--- src/rtl/uart_tx_arbiter.sv ---
// Shares one UART transmitter between the rx-echo source (0) and the local message
// source (1): fixed or round-robin grant, byte held for the frame, ack on completion.
module uart_tx_arbiter #(
   parameter int TIMEOUT = 200000,
   parameter int DW      = 8
) (
   input  logic          clk,
   input  logic          rst_n,
   input  logic          loopback_enable,
   input  logic          req0,
   input  logic [DW-1:0] data0,
   output logic          ack0,
   input  logic          req1,
   input  logic [DW-1:0] data1,
   output logic          ack1,
   output logic          tx_start,
   output logic [DW-1:0] tx_data,
   input  logic          tx_done,
   output logic          busy,
   output logic          grant_id,
   output logic          timeout_err
);

   localparam int            CW       = $clog2(TIMEOUT + 1);
   localparam logic [CW-1:0] CNT_LAST = CW'(TIMEOUT - 1);

   typedef enum logic [1:0] {IDLE, START, WAIT_DONE, ACK} state_t;

   state_t        state_reg;
   logic [CW-1:0] cnt_reg;
   logic          last_reg;
   logic          grant_reg;
   logic          tx_start_reg;
   logic          busy_reg;
   logic          timeout_reg;
   logic [1:0]    ack_reg;
   logic [DW-1:0] tx_data_reg;
   logic          winner;

   // Round-robin favours the source not served last; last resets to 1 so source 0 wins the first tie.
   always_comb begin
      winner = 1'b0;
      if (loopback_enable)
         winner = ~req0;
      else if (req0 && req1)
         winner = ~last_reg;
      else
         winner = req1;
   end

   always_ff @(posedge clk or negedge rst_n) begin
      if (!rst_n) begin
         state_reg    <= IDLE;
         cnt_reg      <= '0;
         last_reg     <= 1'b1;
         grant_reg    <= 1'b0;
         tx_start_reg <= 1'b0;
         busy_reg     <= 1'b0;
         timeout_reg  <= 1'b0;
         ack_reg      <= 2'b00;
         tx_data_reg  <= '0;
      end else begin
         tx_start_reg <= 1'b0;
         timeout_reg  <= 1'b0;
         ack_reg      <= 2'b00;
         case (state_reg)
            IDLE: begin
               if (req0 || req1) begin
                  grant_reg    <= winner;
                  tx_data_reg  <= winner ? data1 : data0;
                  tx_start_reg <= 1'b1;
                  busy_reg     <= 1'b1;
                  state_reg    <= START;
               end
            end
            // A tx_done arriving here belongs to an earlier frame, so it is not looked at.
            START: begin
               cnt_reg   <= '0;
               state_reg <= WAIT_DONE;
            end
            WAIT_DONE: begin
               if (tx_done) begin
                  ack_reg   <= grant_reg ? 2'b10 : 2'b01;
                  state_reg <= ACK;
               end else if (cnt_reg == CNT_LAST) begin
                  timeout_reg <= 1'b1;
                  ack_reg     <= grant_reg ? 2'b10 : 2'b01;
                  state_reg   <= ACK;
               end else begin
                  cnt_reg <= cnt_reg + CW'(1);
               end
            end
            ACK: begin
               last_reg  <= grant_reg;
               busy_reg  <= 1'b0;
               state_reg <= IDLE;
            end
            default: state_reg <= IDLE;
         endcase
      end
   end

   assign ack0        = ack_reg[0];
   assign ack1        = ack_reg[1];
   assign tx_start    = tx_start_reg;
   assign tx_data     = tx_data_reg;
   assign busy        = busy_reg;
   assign grant_id    = grant_reg;
   assign timeout_err = timeout_reg;

endmodule

--- config.mk ---
export PLATFORM = sky130hd
export DESIGN_NAME = uart_tx_arbiter
export DESIGN_NICKNAME = d
export VERILOG_FILES = /design/src/rtl/uart_tx_arbiter.sv
export SDC_FILE = /design/constraint.sdc
export NUM_CORES = 1
export LEC_CHECK = 0
export ABC_CLOCK_PERIOD_IN_PS = 2000
export CORE_AREA = 8 8 70 72
export CTS_BUF_LIST = sky130_fd_sc_hd__clkbuf_4 sky130_fd_sc_hd__clkbuf_8 sky130_fd_sc_hd__clkbuf_16
export CTS_CLUSTER_DIAMETER = 150
export DETAILED_ROUTE_END_ITERATION = 12
export DIE_AREA = 0 0 78 80
export HOLD_SLACK_MARGIN = 0.02
export PLACE_DENSITY = 0.86
export SYNTH_ARGS = -nofsm -noshare
export SYNTH_HDL_FRONTEND = slang
export SYNTH_SLANG_ARGS = --single-unit
--- constraint.sdc ---
create_clock -name clk -period 2 [get_ports clk]
set_input_delay 0.4 -clock clk [delete_from_list [all_inputs] [get_ports clk]]
set_output_delay 0.4 -clock clk [all_outputs]
set_load 0.02 [all_outputs]
==> summary.md <==
| Metric | Value |
|---|---|
| Leak | 1.07 nW |
| Critical-path maximum fanout | 8 |
| Fin crit period | 1.88 ns |
| Synth Instances | 190 |
| Finished Layout Cells | 288 |
| Max VDD drop | 0.855 mV |
| RR Startpoint | state_reg[0] |
| Syn Area/Cell | 9.77 um2 |
| Post-CTS Setup Bufs | 0 |
| Worst EP required | 2.21 ns |
| Total die area | 6240 um2 |
| Residual DRC | 0 |
| Die Y | 80 um |
| Final nets | 265 |
| Crit path launch type | flop |
| Syn. warnings | 0 |
| GRT Overall Usage | 0.152 |
| WL final | 4.47 mm |
| H-tree depth | 2 |
| Async set or reset register ratio after synthesis | 1.00 |
| First-pass GRT wire length | 7.48 mm |
| Clk sink count | 35 |
| Initial DRC Count | 61 |
| Clock transition at path regs | 0.07 ns |
| Largest net degree at the start of global routing | 36 |
| Vias in the first global route | 1571 |
| Final setup viols | 0 |
| Average wire per standard cell | 15.5 um |
| Post-synth EDFFs | 0 |
| Synthesized flop and latch total | 35 |
| Top FF cell, synth | dfrtp_1 |
| Tot Pwr | 2.70 mW |
| Core Footprint | 3860 um2 |
| Commonest cells after routing, fill and taps aside | clkdlybuf4s50_1 (35), dfrtp_1 (34), nand2_1 (22) |
| Syn_nets | 218 |
| GRT overflow | 0 |
| Design Area, Final | 2420 um2 |
| CP endpoint kind | flop |
| Worst-Skew Late Latency | 0.29 ns |
| Clock Tree Root | clkbuf_8 |
| Arrival @ worst endpoint | 2.09 ns |
| Row Count | 23 |
| Final core utilization | 0.628 |
| ANT nets after route | 0 |
| Final period utilization | 0.938 |
| Filler cells | 327 |
| Fmax | 533 MHz |
| Vias/cell | 5.51 |
| Die X | 78 um |
| Port Buffers | 35 |
| Most common cell after layout, fill and taps aside | clkdlybuf4s50_1 |
| RSZ-0062 raised after global routing | yes |
| Power per Cell Area | 1120 nW/um2 |
| Max_slew headroom | 0.617 |
| Mapped Area | 1860 um2 |
| Cell count after placement | 280 |
| Routed vias | 1587 |
| Share of layout cells above drive strength 1 | 0.143 |
| Io pins | 36 |
| Placed inst area | 2320 um2 |
| Outcome | completed |
| Final Max Tran Viols | 0 |
| Netlist cell types | 42 |
| Actual slew at the worst max-slew pin | 0.575 ns |
| Gpl congestion | 0.920 |
| Setup TNS | 0 ns |
| TritonCTS Buffers | 5 |
| Critical Path Source | state_reg[0] |
| Starting Density | 0.481 |
| Seq/Total Area, Yosys | 0.473 |
| Worst Hold Class | flop to flop |
| Max FFs per register | 18 |
| # hold bufs at CTS | 0 |
| Final hold viol count | 0 |
| Max-cap violations | 0 |
| TritonCTS clock tree | built |
| Layout Skew | 0.00906 ns |
| Post-DP HPWL | 3.31 mm |
| Clock buffer depth | 2 |
| # diodes | 0 |
| Initial antenna violation count | 0 |
| Beginning of the worst hold path | tx_data[6] |
| Crit path kind | flop to flop |
| DRT Pass-1 Iters | 4 |
| Area Overhead vs Synth | 30.5% |
## per-layer routing
layer | up-vias | GRT usage | share of wire
met3 | 9 | 0.0338 | 0.035
met4 | 0 | 0.0741 | 0.027
met2 | 37 | 0.267 | 0.52
li1 | 778 | - | -
met1 | 763 | 0.169 | 0.42
met5 | - | 0 | 0
## final timing paths
check	end	slack (ns)	cells past startpoint
max in group asynchronous	last_reg	1.15	2
worst min register to register	tx_data[6]	0.48	2
worst max register to register	cnt_reg[15]	0.12	7
min in group asynchronous	tx_start	0.52	2
worst max-delay path	cnt_reg[15]	0.12	7
worst min-delay path	tx_data[6]	0.48	2
## final cells by class
class | count | area, um2 | share of cell area
multi-input combinational | 140 | 922 | 0.381
sequential | 35 | 877 | 0.362
timing repair buffer | 47 | 440 | 0.182
clock buffer | 6 | 76.3 | 0.0315
tap | 50 | 62.6 | 0.0258
inverter | 8 | 30.0 | 0.0124
clock inverter | 2 | 12.5 | 0.00517
## what timing repair did
item                       in CTS  in global routing
hold endpoints to repair        0                  0
gates resized for setup         0                  2
setup endpoints to repair       0                  2
## Yosys cell counts (4+ instances only)
cell | count | area (um2)
a31oi_1 | 5 | 31.3
mux2i_1 | 11 | 110
inv_1 | 8 | 30.0
nor2_1 | 13 | 48.8
nor3_1 | 4 | 20.0
dfrtp_1 | 34 | 851
nand4_1 | 4 | 25.0
clkbuf_1 | 4 | 15.0
nand2_1 | 22 | 82.6
ha_1 | 6 | 75.1
o211ai_1 | 4 | 30.0
nand3_1 | 16 | 80.1
o21ai_0 | 15 | 75.1
## per-stage QoR
| stage | hold slack, ns | setup WS, ns |
|---|---|---|
| floorplan | 0.104 | 0.329 |
| global placement | 0.462 | 0.149 |
| detailed placement | 0.470 | 0.0846 |
| CTS | 0.487 | 0.142 |
| global route | 0.509 | -0.00749 |
| finish | 0.481 | 0.124 |
## cells by family after synthesis
family | count (synthesis) | share of synthesized area
mux | 12 | 0.0654
flops | 35 | 0.473
xor+xnor | 1 | 0.00472
compound gates | 39 | 0.138
simple gates | 82 | 0.243
buf+inv | 15 | 0.0357
fa+ha+maj | 6 | 0.0405
## critical path, stage by stage, from the launching register on
cell,delay [ns]
dfrtp_1,0.43
inv_1,0.13
ha_2,0.26
nor2b_1,0.29
buf_4,0.19
nand3_1,0.08
nor3_1,0.18
mux2i_1,0.23
## power breakdown
part           internal, mW  switching (mW)
combinational         0.523           0.643
sequential            0.890           0.130
clock                 0.257           0.259
(Power assumes the default switching activity.)
